### src/rtl/feed_bus_arbiter.sv
// Round-robin arbiter that hands one execution unit's feed bus to REQ_CNT reservation stations
// through a registered output stage. Define FEED_BUS_ARBITER_STATS_EN to add stall/grant counters.
package feed_bus_arbiter_pkg;
  typedef enum logic [4:0] {
    INSTR_NOP = 5'd0,
    INSTR_ADD,
    INSTR_SUB,
    INSTR_AND,
    INSTR_OR,
    INSTR_XOR,
    INSTR_SLL,
    INSTR_SRL,
    INSTR_BEQ,
    INSTR_BNE,
    INSTR_MUL,
    INSTR_DIV
  } instr_name_e;
endpackage

module feed_bus_arbiter
  import feed_bus_arbiter_pkg::*;
#(
  parameter  int REQ_CNT = 2,
  parameter  int XLEN    = 32,
  localparam int PTR_W   = (REQ_CNT > 1) ? $clog2(REQ_CNT) : 1
) (
  input  logic                          clk,
  input  logic                          reset,
  input  logic                          flush,
  input  logic [REQ_CNT-1:0]            req_valid,
  input  logic [REQ_CNT-1:0][XLEN-1:0]  req_data_1,
  input  logic [REQ_CNT-1:0][XLEN-1:0]  req_data_2,
  input  logic [REQ_CNT-1:0][XLEN-1:0]  req_address,
  input  logic [REQ_CNT-1:0][XLEN-1:0]  req_immediate,
  input  instr_name_e [REQ_CNT-1:0]     req_instr_name,
  input  logic [REQ_CNT-1:0][5:0]       req_rrn,
  output logic [REQ_CNT-1:0]            grant,
  input  logic                          exec_ready,
  output logic                          out_valid,
  output logic [XLEN-1:0]               data_1,
  output logic [XLEN-1:0]               data_2,
  output logic [XLEN-1:0]               address,
  output logic [XLEN-1:0]               immediate,
  output instr_name_e                   instr_name,
  output logic [5:0]                    rrn
`ifdef FEED_BUS_ARBITER_STATS_EN
  ,
  output logic [31:0]                   stall_cnt,
  output logic [REQ_CNT-1:0][31:0]      grant_cnt
`endif
);

  typedef enum logic {ST_EMPTY, ST_HOLD} state_e;

  typedef struct packed {
    logic [XLEN-1:0] data_1;
    logic [XLEN-1:0] data_2;
    logic [XLEN-1:0] address;
    logic [XLEN-1:0] immediate;
    instr_name_e     instr_name;
    logic [5:0]      rrn;
  } feed_t;

  state_e           state_q, state_d;
  feed_t            feed_q, feed_d;
  logic [PTR_W-1:0] rr_ptr_q, rr_ptr_d;
  logic [PTR_W-1:0] win_idx;
  logic             win_found;
  logic             slot_free;

  function automatic logic [PTR_W-1:0] wrap_add(input logic [PTR_W-1:0] base, input int off);
    int sum;
    sum = int'(base) + off;
    if (sum >= REQ_CNT) sum = sum - REQ_CNT;
    return PTR_W'(sum);
  endfunction

  assign slot_free = (state_q == ST_EMPTY) || exec_ready;

  // Scan stations starting at rr_ptr; the first ready one wins.
  always_comb begin : arbitrate
    // NOTE: every signal written here gets a default first, so no path can leave it unassigned and infer a latch.
    grant     = '0;
    win_idx   = rr_ptr_q;
    win_found = 1'b0;
    if (slot_free && !flush && !reset) begin
      for (int n = 0; n < REQ_CNT; n++) begin
        if (!win_found && req_valid[wrap_add(rr_ptr_q, n)]) begin
          win_found = 1'b1;
          win_idx   = wrap_add(rr_ptr_q, n);
        end
      end
      if (win_found) grant[win_idx] = 1'b1;
    end
  end

  // Flush beats everything; otherwise a grant reloads, and a consumed stage with no grant empties.
  always_comb begin : next_state
    state_d  = state_q;
    feed_d   = feed_q;
    rr_ptr_d = rr_ptr_q;
    if (flush) begin
      state_d = ST_EMPTY;
    end else if (win_found) begin
      state_d           = ST_HOLD;
      feed_d.data_1     = req_data_1[win_idx];
      feed_d.data_2     = req_data_2[win_idx];
      feed_d.address    = req_address[win_idx];
      feed_d.immediate  = req_immediate[win_idx];
      feed_d.instr_name = req_instr_name[win_idx];
      feed_d.rrn        = req_rrn[win_idx];
      rr_ptr_d          = wrap_add(win_idx, 1);
    end else if (exec_ready) begin
      state_d = ST_EMPTY;
    end
  end

  always_ff @(posedge clk) begin
    // NOTE: sequential state uses non-blocking <= so every flop samples pre-edge values regardless of block order.
    if (reset) begin
      state_q  <= ST_EMPTY;
      feed_q   <= '0;
      rr_ptr_q <= '0;
    end else begin
      state_q  <= state_d;
      feed_q   <= feed_d;
      rr_ptr_q <= rr_ptr_d;
    end
  end

  assign out_valid  = (state_q == ST_HOLD);
  assign data_1     = feed_q.data_1;
  assign data_2     = feed_q.data_2;
  assign address    = feed_q.address;
  assign immediate  = feed_q.immediate;
  assign instr_name = feed_q.instr_name;
  assign rrn        = feed_q.rrn;

`ifdef FEED_BUS_ARBITER_STATS_EN
  logic [31:0]              stall_cnt_q, stall_cnt_d;
  logic [REQ_CNT-1:0][31:0] grant_cnt_q, grant_cnt_d;

  // Saturating event counters.
  always_comb begin : stats_next
    stall_cnt_d = stall_cnt_q;
    grant_cnt_d = grant_cnt_q;
    if (out_valid && !exec_ready && !flush && (stall_cnt_q != '1)) stall_cnt_d = stall_cnt_q + 32'd1;
    for (int i = 0; i < REQ_CNT; i++) begin
      if (grant[i] && (grant_cnt_q[i] != '1)) grant_cnt_d[i] = grant_cnt_q[i] + 32'd1;
    end
  end

  always_ff @(posedge clk) begin
    if (reset) begin
      stall_cnt_q <= '0;
      grant_cnt_q <= '0;
    end else begin
      stall_cnt_q <= stall_cnt_d;
      grant_cnt_q <= grant_cnt_d;
    end
  end

  assign stall_cnt = stall_cnt_q;
  assign grant_cnt = grant_cnt_q;
`endif

endmodule
### config.mk
export PLATFORM = sky130hd
export DESIGN_NAME = feed_bus_arbiter
export DESIGN_NICKNAME = d
export VERILOG_FILES = /design/src/rtl/feed_bus_arbiter.sv
export SDC_FILE = /design/constraint.sdc
export NUM_CORES = 1
export LEC_CHECK = 0
export BUFFER_PORTS_ARGS = -buffer_cell sky130_fd_sc_hd__buf_2
export CAP_MARGIN = 5
export CORE_AREA = 2 2 164 166
export CTS_BUF_LIST = sky130_fd_sc_hd__clkbuf_8
export DETAILED_ROUTE_END_ITERATION = 6
export DIE_AREA = 0 0 166 168
export PLACE_DENSITY = 0.62
export SETUP_SLACK_MARGIN = 0.3
export SYNTH_ARGS = -nofsm -noshare
export SYNTH_HDL_FRONTEND = slang
export SYNTH_SLANG_ARGS = --single-unit
### constraint.sdc
create_clock -name clk -period 1.7 [get_ports clk]
set_clock_uncertainty 0.1 [all_clocks]
set_input_delay 0.17 -clock clk [delete_from_list [all_inputs] [get_ports clk]]
set_output_delay 0.17 -clock clk [all_outputs]
set_load 0.005 [all_outputs]
After elaboration in Yosys (flattened, before gate mapping)
Index checks and enable logic that the tools add are counted.
- bits in registers: 141
- bits in latches: 0
- memory bits (writable): 0
- memory bits (read-only): 0
- input bits: 284
- output and inout bits: 142
- logic and storage cells: 70
- memories kept: 0
- add/sub/neg operators: 5
- $mul: 0
- divide/modulo/power cells: 0
- order comparisons: 8
- equality and inequality tests: 0
- shifts and indexed selects: 0
- mux-type cells: 36
- bitwise gates (word level): 2
- reductions and logical operators: 11
- operators by type and width (cell ; number):
    32-bit 2-to-1 mux ; 8
    1-bit 2-to-1 mux ; 21
    6-bit 2-to-1 mux ; 2
    5-bit 2-to-1 mux ; 2
    1-bit by 2-bit less-than comparator with 1-bit output (second input constant) ; 4
    1-bit by 1-bit adder with 2-bit output (second input constant) ; 2
    2-bit greater-or-equal comparator (second input constant) ; 2
    1-bit logical AND ; 4
    2-bit 2-to-1 mux ; 2
    1-bit logical NOT ; 3
    1-bit subtractor (second input constant) ; 3
    1-bit by 2-bit greater-or-equal comparator with 1-bit output (second input constant) ; 1
    1-bit inverter ; 2
    2-bit AND reduction ; 1
    2-bit nonzero test ; 1
    2-bit OR reduction ; 1
    1-bit demux with 1-bit select ; 1
    1-bit greater-or-equal comparator (second input constant) ; 1
    1-bit logical OR ; 1

Logic depth before layout (Yosys ltp)
- depth in word-level cells: 19
- mapped depth: 7
- depth with buffers taken out: 3

Worst setup path before layout
No wires, ideal clock.
- kind: reg2reg
- from: register state_q (netlist: out_valid)
- to: register feed_q, in the netlist address[6]
- library setup time: 0.135 ns
- arrival: 1.308 ns
- data required time: 1.465 ns
- path slack: 0.156 ns
- stages on the path, launching flop included: 7
- path buffers: 3
- clock period less this slack: 1.544 ns
- path through: dfxtp_1 and2b_1 buf_2 buf_4 buf_2 nor4_1 a2111oi_2
- cells in the longest elaborated chain, start to end: 7
- elaborated cells between the ends (all ways): 9
- classes of those cells: mux (4); bitwise (1); reduce/logical (4)
- ends and longest elaborated chain (what ; RTL line ; text):
    start, declared ; 64 ; state_e state_q, state_d;
    start signal, assigned ; 125 ; state_q <= state_d;
    1-bit inverter * ; 78 ; assign slot_free = (state_q == ST_EMPTY) || exec_ready;
    1-bit logical OR * ; 78 ;
    1-bit logical AND * (2 in series) ; 86 ; if (slot_free && !flush && !reset) begin
    1-bit 2-to-1 mux ; 86 ;
    32-bit 2-to-1 mux (not written as such) (2 in series) ; 108 ; feed_d.address = req_address[win_idx];
    end signal, assigned ; 122 ; feed_q <= '0;
    end signal, assigned ; 126 ; feed_q <= feed_d;
    end, declared ; 65 ; feed_t feed_q, feed_d;
Mark *: on every way between the ends. The rest lies on a longest branch, timed or not. The select of a mux whose other input is x is not followed.
A chain may end at the register's enable or synchronous reset.

Final worst setup path
- from: register rr_ptr_q
- to: register feed_q, in the netlist data_1[28]
- cells in the longest elaborated chain, start to end: 14
- elaborated cells between the ends (all ways): 27
- classes of those cells: add/sub (3); order compare (2); mux (19); reduce/logical (3)
- ends and longest elaborated chain (what ; RTL line ; text):
    start, declared ; 66 ; logic [PTR_W-1:0] rr_ptr_q, rr_ptr_d;
    start signal, assigned ; 127 ; rr_ptr_q <= rr_ptr_d;
    1-bit by 2-bit greater-or-equal comparator with 1-bit output or 1-bit subtractor (tied branches) ; 74 ; if (sum >= REQ_CNT) sum = sum - REQ_CNT;
    1-bit 2-to-1 mux ; 74 ;
    1-bit 2-to-1 mux ; 86 ;
    1-bit 2-to-1 mux (not written as such) (2 in series) ; 88 ; if (!win_found && req_valid[wrap_add(rr_ptr_q, n)]) begin
    1-bit 2-to-1 mux ; 88 ;
    1-bit 2-to-1 mux ; 86 ;
    1-bit logical NOT ; 88 ;
    1-bit logical AND ; 88 ;
    1-bit 2-to-1 mux ; 88 ;
    1-bit 2-to-1 mux (2 in series) ; 86 ;
    32-bit 2-to-1 mux (not written as such) (2 in series) ; 106 ; feed_d.data_1 = req_data_1[win_idx];
Several ways; a longest one is shown, not always the timed one. The select of a mux whose other input is x is not followed.

==> out/qor.txt <==
Status: finished with violations
Failing checks: hold timing, setup timing
Total Wirelength: 42900 µm
Final Hold Viols: 1
Post-route ant nets: 0
Post-route cell area: 16300 µm²
Period utilisation layout: 104%
Crit path max-delay family: buffers and inverters
Reg clk slew, reported paths: 110 ps
Placed insts: 1546
Critical path data arrival time: 1950 ps
Crit-path max cell delay: 350 ps
Buf+Inv Stages, Crit Path: 4
Layout Nets: 1717
Vias in the first global route: 9837
DRT Pass-1 Iters: 7
Reg2reg path depth: 7
DP Area: 10300 µm²
HP Start: req_data_1[31]
Metal-1 WL: 16100 µm
Cell Rows: 60
Clk sinks: 141
WHS Endpoint: data_1[31]$_SDFFE_PP0P_
Achievable frequency: 566 MHz
Die Y-Extent: 168 µm
Sequential area share after synthesis: 38.7%
Crit Path Class: flip-flop to flip-flop
GRT overflow: 0
Met3 wire len: 3690 µm
Worst Max-Slew Pin Slew: 1180 ps
Clk buf depth: 2
Hold Path Cell Cnt: 3
Synth warnings: 0
Setup crit start kind: flip-flop
Initial DRC Count: 1016
Leakage: 0.00631 µW
Most frequent CP cell: buf_12
Global-route wire length before repair: 53900 µm
Initial Util: 27.7%
Share of cells above drive strength 1: 58.2%
Top routing layer used: met4
Synth cell types: 20
Clk_lat worst skew: 440 ps
Buffers on Ports: 425
Wire per inst: 24.0 µm
Synthesized instance count: 836
Clock share of power: 29.8%
Core area: 26400 µm²
Chip width: 166 µm
Final WS setup: -66.1 ps
Area Growth Syn to Fin: 123%
Sw Pwr: 3340 µW
Non-Filler Instances: 1788
Ports: 426
Worst-path fanout max: 14
Peak supply drop: 0.000469 V
Worst EP required: 1880 ps
Drt via density: 5.86
Pin count of the biggest net entering global routing: 93
Yosys reg bits: 141
Slowest cell on the critical path: dfxtp_2
Flop pwr share: 36.8%
Count of pins over their slew limit: 0
RSZ-0062 raised after global routing: true
Area of the mapped netlist: 7290 µm²
Via count: 10500
Metal2 WL: 20400 µm
CP endpoint kind: flip-flop
CTS Buf Count: 17
Most frequent cells in the layout: 423 x buf_2, 143 x dlygate4sd3_1, 141 x inv_1
Worst slack, placed: 9.50 ps
Cell Chain, Critical Path: a21bo_4 -> buf_12 -> buf_12 -> buf_12 -> buf_12 -> nor4_4 -> a2111oi_4
Slew headroom: 21.6%
Initial antenna violation count: 2
Power density over cell area: 612 nW/µm²
All-Layer GR Usage: 23.9%
Cell Int Power: 6630 µW
H-tree depth: 4
CTS tree: built
Core Util, Final: 61.8%
Crit path time final: 1770 ps
Syn nets: 1120
Reg2reg start: rr_ptr_q$_SDFFE_PP0P_
Max Cap Violations: 0
Commonest non-fill, non-tap cell in the layout: buf_2
Die Area: 27900 µm²
RePlAce Congestion: 0.836
Combinational group share of total power: 33.4%
Setup-failing EPs final: 19
Reg2Reg Setup Slack: -70 ps
Post-DP HPWL: 20500 µm
Syn avg cell area: 8.72 µm²
Reg-to-reg endpoint: data_1[28]$_SDFFE_PP0P_
Worst min path class: input port to flip-flop
Final Hold Slack: -1.02 ps
DRC viols: 0
Switch share: 33.5%
Clock root cell: clkbuf_8
==> synthesized netlist by cell type <==
cell type    n  area share (%)
dfxtp_1    141              39
a31oi_1    140              12
inv_1      140             7.2
nor4_1     139              12
a2111oi_1   97              13
buf_2       66             4.5
a2111oi_0   41             4.9
clkbuf_1    30             1.5
buf_6       22             3.4
buf_4        8            0.82
nor2_1       2            0.10
nor3_1       2            0.14
a2111oi_2    1            0.21
a21bo_2      1            0.14
and2b_1      1            0.10
nand2b_4     1            0.19
nor2_8       1            0.27
o2111a_4     1            0.27
or2_1        1           0.086
or2_2        1           0.086
==> registers in the layout, indices dropped and copies added (netlist names) <==
signal,flops
address,32
data_1,32
data_2,32
immediate,32
rrn,6
instr_name,5
out_valid,1
rr_ptr_q,1
==> per-stage QoR <==
step,power [µW],setup TNS [ps]
global placement,5510,0
CTS,9180,-285
detailed placement,5530,0
finish,9970,-429
floorplan,4630,0
global route,10300,-3030
==> power by group through the flow <==
stage | Combinational (µW) | Sequential [µW] | Clock (µW)
floorplan | 901 | 3730 | 0
global placement | 1790 | 3720 | 0
detailed placement | 1800 | 3720 | 0
CTS | 2490 | 3650 | 3040
global route | 3480 | 3690 | 3160
finish | 3330 | 3670 | 2970
==> worst max-delay path by stage <==
stage                           start  depth (start not counted)                          to
2_1_floorplan  out_valid$_SDFFE_PP0P_                          6     address[0]$_SDFFE_PP0P_
3_3_place_gp                    flush                          6      data_2[2]$_SDFFE_PP0P_
3_5_place_dp                    flush                          5         rrn[0]$_SDFFE_PP0P_
4_1_cts         rr_ptr_q$_SDFFE_PP0P_                          4                    grant[0]
5_1_grt         rr_ptr_q$_SDFFE_PP0P_                          7  immediate[19]$_SDFFE_PP0P_
6_report        rr_ptr_q$_SDFFE_PP0P_                          7     data_1[28]$_SDFFE_PP0P_
==> metal layers <==
| metal | track usage, % | up-vias |
|---|---|---|
| met5 | 0 | - |
| met4 | 11.0 | 0 |
| met3 | 5.59 | 200 |
| met2 | 40.4 | 794 |
| met1 | 28.9 | 4991 |
| li1 | - | 4494 |
==> worst reg2reg max path: stages (launching register included) <==
cell	delay, ps
dfxtp_2	350
a21bo_4	230
buf_12	140
buf_12	150
buf_12	170
buf_12	160
nor4_4	240
a2111oi_4	80
==> final cells by class <==
| type | count | area, µm² |
|---|---|---|
| inverters | 140 | 526 |
| multi-input cells | 429 | 6290 |
| flip-flops and latches | 141 | 2830 |
| clock inverters | 13 | 164 |
| diodes | 2 | 5.00 |
| well taps | 341 | 427 |
| clock buffers | 18 | 248 |
| repair buffers | 704 | 5810 |
| fillers | 1879 | 10100 |
==> repair_timing <==
item | 4_1_cts | 5_1_grt
setup endpoints to repair | 141 | 141
hold buffers | 140 | 3
resized for setup | 185 | 274
endpoints found under the hold margin | 139 | 3
buffers inserted | 15 | 19
cloned | 11 | 21
pin swaps | 8 | 72
==> cell families (layout without fill, tap and decap cells) <==
logic type / count (synthesis) / count (layout) / synth area share (%)
AO/OA/AOI/OAI: 281 / 281 / 30.9
buffers and inverters: 266 / 875 / 17.5
flip-flops: 141 / 141 / 38.7
other: 0 / 2 / 0
AND/OR/NAND/NOR: 148 / 148 / 12.9
(Power assumes the default switching activity.)
